`config.mk`:
```
export PLATFORM = sky130hd
export DESIGN_NAME = mul_pipe
export DESIGN_NICKNAME = d
export VERILOG_FILES = /design/src/rtl/mul_pipe.sv
export SDC_FILE = /design/constraint.sdc
export NUM_CORES = 2
export LEC_CHECK = 0
export BUFFER_PORTS_ARGS = -buffer_cell sky130_fd_sc_hd__clkbuf_2
export CAP_MARGIN = 20
export CORE_UTILIZATION = 35
export CTS_CLUSTER_DIAMETER = 100
export CTS_CLUSTER_SIZE = 14
export DETAILED_ROUTE_END_ITERATION = 6
export PLACE_DENSITY_LB_ADDON = 0.12
export SETUP_SLACK_MARGIN = 0.2
export SYNTH_ARGS = -nofsm -noshare
export SYNTH_HDL_FRONTEND = slang
export SYNTH_SLANG_ARGS = --single-unit
```
`constraint.sdc`:
```
create_clock -name clk -period 7.7 [get_ports clk]
set_input_delay 1.155 -clock clk [delete_from_list [all_inputs] [get_ports clk]]
set_output_delay 1.155 -clock clk [all_outputs]
set_load 0.005 [all_outputs]
```
`src/rtl/mul_pipe.sv`:
```
// mul_pipe: STAGES-deep pipelined signed multiplier with stall, flush, busy and overflow.
// Define MUL_UNSIGNED_EN to add a per-op is_unsigned input carried down the pipe.
module mul_pipe #(
    parameter int DATA_W = 32,
    parameter int DST_W  = 5,
    parameter int STAGES = 4
) (
    input  logic              clk,
    input  logic              reset,
    input  logic              in_valid,
    input  logic [DATA_W-1:0] a,
    input  logic [DATA_W-1:0] b,
    input  logic [DST_W-1:0]  in_dst,
`ifdef MUL_UNSIGNED_EN
    input  logic              is_unsigned,
`endif
    input  logic              stall,
    input  logic              flush,
    output logic              out_valid,
    output logic [DATA_W-1:0] result,
    output logic              zero,
    output logic              overflow,
    output logic [DST_W-1:0]  dst,
    output logic              busy
);
    localparam int N = STAGES - 1;

    if (STAGES < 2 || STAGES > 8) begin : g_bad_stages
        $error("mul_pipe: STAGES must be within 2..8");
    end

    logic [N-1:0]          v;
    logic [N-1:0]          u;
    logic [2*DATA_W-1:0]   p [N];
    logic [DST_W-1:0]      d [N];
    logic                  sx;
    logic [2*DATA_W-1:0]   prod_in;
    logic [2*DATA_W-1:0]   pf;
    logic                  ovf;

`ifdef MUL_UNSIGNED_EN
    assign sx = ~is_unsigned;
`else
    assign sx = 1'b1;
`endif

    // Extending to 2*DATA_W and keeping the low half yields the exact signed or unsigned product.
    assign prod_in = {{DATA_W{sx & a[DATA_W-1]}}, a} * {{DATA_W{sx & b[DATA_W-1]}}, b};
    assign pf      = p[N-1];
    assign ovf     = u[N-1] ? |pf[2*DATA_W-1:DATA_W]
                            : pf[2*DATA_W-1:DATA_W] != {DATA_W{pf[DATA_W-1]}};
    assign busy    = |v | out_valid;

    always_ff @(posedge clk or posedge reset) begin
        if (reset) begin
            v         <= '0;
            u         <= '0;
            out_valid <= 1'b0;
            result    <= '0;
            zero      <= 1'b0;
            overflow  <= 1'b0;
            dst       <= '0;
            for (int i = 0; i < N; i++) begin
                p[i] <= '0;
                d[i] <= '0;
            end
        end else if (flush) begin
            v         <= '0;
            out_valid <= 1'b0;
        end else if (!stall) begin
            v[0] <= in_valid;
            u[0] <= ~sx;
            p[0] <= prod_in;
            d[0] <= in_dst;
            for (int i = 1; i < N; i++) begin
                v[i] <= v[i-1];
                u[i] <= u[i-1];
                p[i] <= p[i-1];
                d[i] <= d[i-1];
            end
            out_valid <= v[N-1];
            result    <= pf[DATA_W-1:0];
            zero      <= pf[DATA_W-1:0] == '0;
            overflow  <= ovf;
            dst       <= d[N-1];
        end
    end
endmodule

```
; ---- Word-level counts from Yosys, hierarchy flattened
; Cells that the tools add are included.
[word_totals]
register_bits = 250
inputBits = 74
output_inout_bits = 41
elab_cells = 25
[op_classes]
mul = 1
n_eq_ne = 2
mux = 4
bitwise = 3
reduce_logical = 3
[ops]
columns = cell, count
row1 = $mul A32 B32 Y64, 1
row2 = $logic_not A32 Y1, 1
row3 = $ne A32 B32 Y1, 1
row4 = $mux W3, 2
row5 = $reduce_or A3 Y1, 1
row6 = $mux W1, 2
row7 = $ne A2 B1 Y1 const B, 1
row8 = $not A1 Y1, 2
row9 = $reduce_and A2 Y1, 1
row10 = $or A1 B1 Y1, 1

; ---- Longest topological paths before layout
[logic_depth]
word_depth = 2
mapped_depth = 28
ltp_nobuf = 26

; ---- Worst setup path before layout
; No wires, ideal clock.
[synth_path]
kind = input port to flip-flop
startpoint = input b[2]
endpoint = register p[177] (netlist name)
setup_ns = 0.130
arrival_time_ns = 8.254
required_time_ns = 7.570
slack_ns = -0.684
path_stages = 21
path_buffers = 1
cell_sequence = clkbuf_1 -> nand2_1 -> inv_1 -> fa_1 -> fa_1 -> fa_1 -> fa_1 -> fa_1 -> fa_1 -> fa_1 -> fa_1 -> ha_1 -> a21oi_1 -> o21bai_1 -> a21oi_1 -> a31oi_1 -> a2111oi_0 -> a21oi_1 -> a41oi_1 -> xor2_1 -> o21ai_1
[synth_between]
elab_chain_len = 1
[synth_rtl]
columns = element, line_no
row1 = start: declaration, 12  ; input logic [DATA_W-1:0] b,
row2 = $mul A32 B32 Y64, 48  ; assign prod_in = {{DATA_W{sx & a[DATA_W-1]}}, a} * {{DATA_W{sx & b[DATA_W-1]}}, b};
row3 = end signal: indexed assignment, 78  ; p[i] <= p[i-1];
row4 = end: declaration, 34  ; logic [2*DATA_W-1:0] p [N];
; No other way between the ends.
; A chain may end at the register's enable or synchronous reset.

; ---- Final worst setup path
[layout_path]
startpoint = input b[3]
endpoint = register p[182] (netlist name)
; Same word-level chain as after synthesis.

==> impl_metrics.env <==
export IMPL_place_inst=7052
export IMPL_dp_hpwl_mm=108
export IMPL_synthAdderAreaFrac=0.523
export IMPL_ys_seq_area_frac=0.137
export IMPL_drc=0
export IMPL_h_tree_depth=1
export IMPL_fillers=12900
export IMPL_critPathKind="in2reg"
export IMPL_clock_latency_ns=0.53
export IMPL_hp_start="p[112]$_DFFE_PP0P_"
export IMPL_cp_common_cell="fa_1"
export IMPL_synth_edf_count=0
export IMPL_syn_area_sq_mm=0.0458
export IMPL_crit_path_start_kind="input port"
export IMPL_die_width_um=364
export IMPL_critPathMaxStageDelay_ns=0.61
export IMPL_die_h_um=364
export IMPL_cts_root_buffer="clkbuf_16"
export IMPL_max_cap_violations=0
export IMPL_r2r_slack_ns=5.88
export IMPL_r2r_start="pf[31]$_DFFE_PP0P_"
export IMPL_synth_simple_area_share=0.187
export IMPL_nets=6749
export IMPL_ys_seq_elements=250
export IMPL_antenna_found_initial=2
export IMPL_slowest_stage="fa_1"
export IMPL_fin_tns_setup_ns=-0.842
export IMPL_seq_area_sq_mm=0.00626
export IMPL_io_pins=115
export IMPL_final_core_util=0.432
export IMPL_stdcell_count=7153
export IMPL_drt_pass1_iter_count=6
export IMPL_critPathTopFamily="adder cells"
export IMPL_grt_overflow=0
export IMPL_finalHoldViolCount=0
export IMPL_synth_top_family_by_area="adder cells"
export IMPL_placed_area_sq_mm=0.0523
export IMPL_rsz0062_at_grt="true"
export IMPL_synthDistinctLibCells=61
export IMPL_grtUsageMet3=0.00922
export IMPL_synth_compound_area_share=0.0392
export IMPL_final_max_slew_violation_count=0
export IMPL_worst_slack_ns=-0.142
export IMPL_path_max_fanout=5
export IMPL_initial_core_util=0.353
export IMPL_synthFlopType="dfrtp_1"
export IMPL_die_area_sq_mm=0.132
export IMPL_grt_pass1_vias=35900
export IMPL_cts_buffers=22
export IMPL_cp_end_kind="flip-flop"
export IMPL_use_met1=0.304
export IMPL_grt_pass1_wl_mm=208
export IMPL_arrival_ns=8.21
export IMPL_detail_route_wl_per_cell_um=18.2
export IMPL_violations="negative setup slack"
export IMPL_gpl_final_weighted_congestion=0.830
export IMPL_fin_crit_sh=1.02
export IMPL_fp_row_count=132
export IMPL_synth_xor_area_frac=0.0115
export IMPL_grt_busiest_layer="met2"
export IMPL_area_delta_synth_final_pct=22.2
export IMPL_setup_violations_final=12
export IMPL_slew_headroom=0.360
export IMPL_critical_path_required_ns=8.06
export IMPL_fin_skew_ns=0.0197
export IMPL_final_cell_mix="nand2_1, fa_1, inv_1, and2_1, buf_4"
export IMPL_final_common_cell="nand2_1"
export IMPL_crit_start="b[3]"
export IMPL_final_area_sq_mm=0.0560
export IMPL_grtUsageTotal=0.199
export IMPL_clk_pin_slew_ns=0.07
export IMPL_drt_iter0_markers=1586
export IMPL_hp_class="reg2reg"
export IMPL_status="finished, violations left"
export IMPL_synth_nets=6301
export IMPL_cts_path_max_buffers=3
export IMPL_routed_via_density=4.61
export IMPL_synthArstFlopShare=1.00
export IMPL_final_antenna_net_count=0
export IMPL_core_area_sq_mm=0.130
export IMPL_finalCriticalPeriod_ns=7.84
export IMPL_numPortBuffers=114
export IMPL_synthMuxAreaShare=0.000874
export IMPL_drive_above_1_share=0.203
export IMPL_yosys_warnings=0
export IMPL_cts_tree="yes"
export IMPL_via_count=33000
export IMPL_synthCells=4961
export IMPL_path_buf_inv=8
export IMPL_worst_pin_slew_ns=0.960
export IMPL_cts_sinks=250
export IMPL_avgSynthCellArea_sq_um=9.24
export IMPL_multi_input_area_sq_mm=0.0367
export IMPL_wl_mm=130
export IMPL_use_met2=0.322
export IMPL_grt_max_degree=199
export IMPL_max_freq_mhz=128
final timing paths:
| check | endpoint | depth (start not counted) |
|---|---|---|
| worst max-delay path | p[182]$_DFFE_PP0P_ | 27 |
| worst min-delay path | pf[48]$_DFFE_PP0P_ | 2 |
| worst max register to register | overflow$_DFFE_PP0P_ | 4 |
| worst min register to register | pf[48]$_DFFE_PP0P_ | 2 |
| max in group asynchronous | p[129]$_DFFE_PP0P_ | 4 |
| min in group asynchronous | d[12]$_DFFE_PP0P_ | 2 |
cells in the mapped netlist, types with 11 or more instances:
master / count / share of area
nand3_1: 29 / 0.0032
o21ai_0: 75 / 0.0082
nor3_1: 18 / 0.0020
inv_1: 963 / 0.079
nand4_1: 22 / 0.0030
a21oi_1: 79 / 0.0086
dfrtp_1: 250 / 0.14
ha_1: 184 / 0.050
o21bai_1: 16 / 0.0026
and2_1: 513 / 0.070
clkbuf_1: 264 / 0.022
a21o_1: 23 / 0.0038
nand2b_1: 13 / 0.0018
nand2_1: 1141 / 0.093
nor2_1: 66 / 0.0054
xor2_1: 23 / 0.0044
xnor2_1: 37 / 0.0071
fa_1: 1082 / 0.47
a31oi_1: 11 / 0.0015
nor4_1: 15 / 0.0020
stage by stage:
| stage | hold WS (ns) | setup WS (ns) |
|---|---|---|
| after floorplan | 0.439 | -0.331 |
| after global placement | 0.447 | -0.964 |
| after detailed placement | 0.449 | -1.06 |
| after CTS | 0.460 | -0.235 |
| after global routing | 0.485 | -0.351 |
| final | 0.456 | -0.142 |
per-layer routing:
layer / wire length, um / up-vias / part of all wire
met5: 0 / - / 0
met4: 1550 / 0 / 0.012
met1: 65000 / 17200 / 0.50
met2: 60700 / 387 / 0.47
li1: - / 15400 / -
met3: 3020 / 71 / 0.023
what timing repair did:
| item | in CTS | in global routing |
|---|---|---|
| setup endpoints to repair | 43 | 41 |
| pin swaps | 137 | 233 |
| hold buffers | 0 | 0 |
| resized for setup | 256 | 378 |
| hold endpoints to repair | 0 | 0 |
| cloned | 4 | 8 |
| buffers inserted | 17 | 47 |
sequential cells by signal, indices dropped and copies added, names as in the netlist:
name	count
d	15
dst	5
out_valid	1
overflow	1
p	128
pf	64
result	32
v	3
zero	1
cells by family after synthesis:
group	after synthesis
buf+inv	1238
compound gates	285
mux	4
simple gates	1858
flops	250
xor+xnor	60
fa+ha+maj	1266
final cells by class:
class                   instances  area share
flip-flops and latches        250       0.112
clock inverters                 3    0.000603
well taps                    1742      0.0389
diodes                          1   0.0000447
repair buffers                699       0.119
clock buffers                  22     0.00983
multi-input cells            3473       0.655
inverters                     963      0.0647
worst register-to-register path: stages (launching register included):
cell and delay, ns:
dfrtp_1 0.56, nor4_1 0.34, a31oi_1 0.19, a2111oi_0 0.46, o21ai_0 0.13
Power is left out: the tool's default activity adds up to more than one toggle a clock period on the data nets, which glitch-free logic cannot reach.
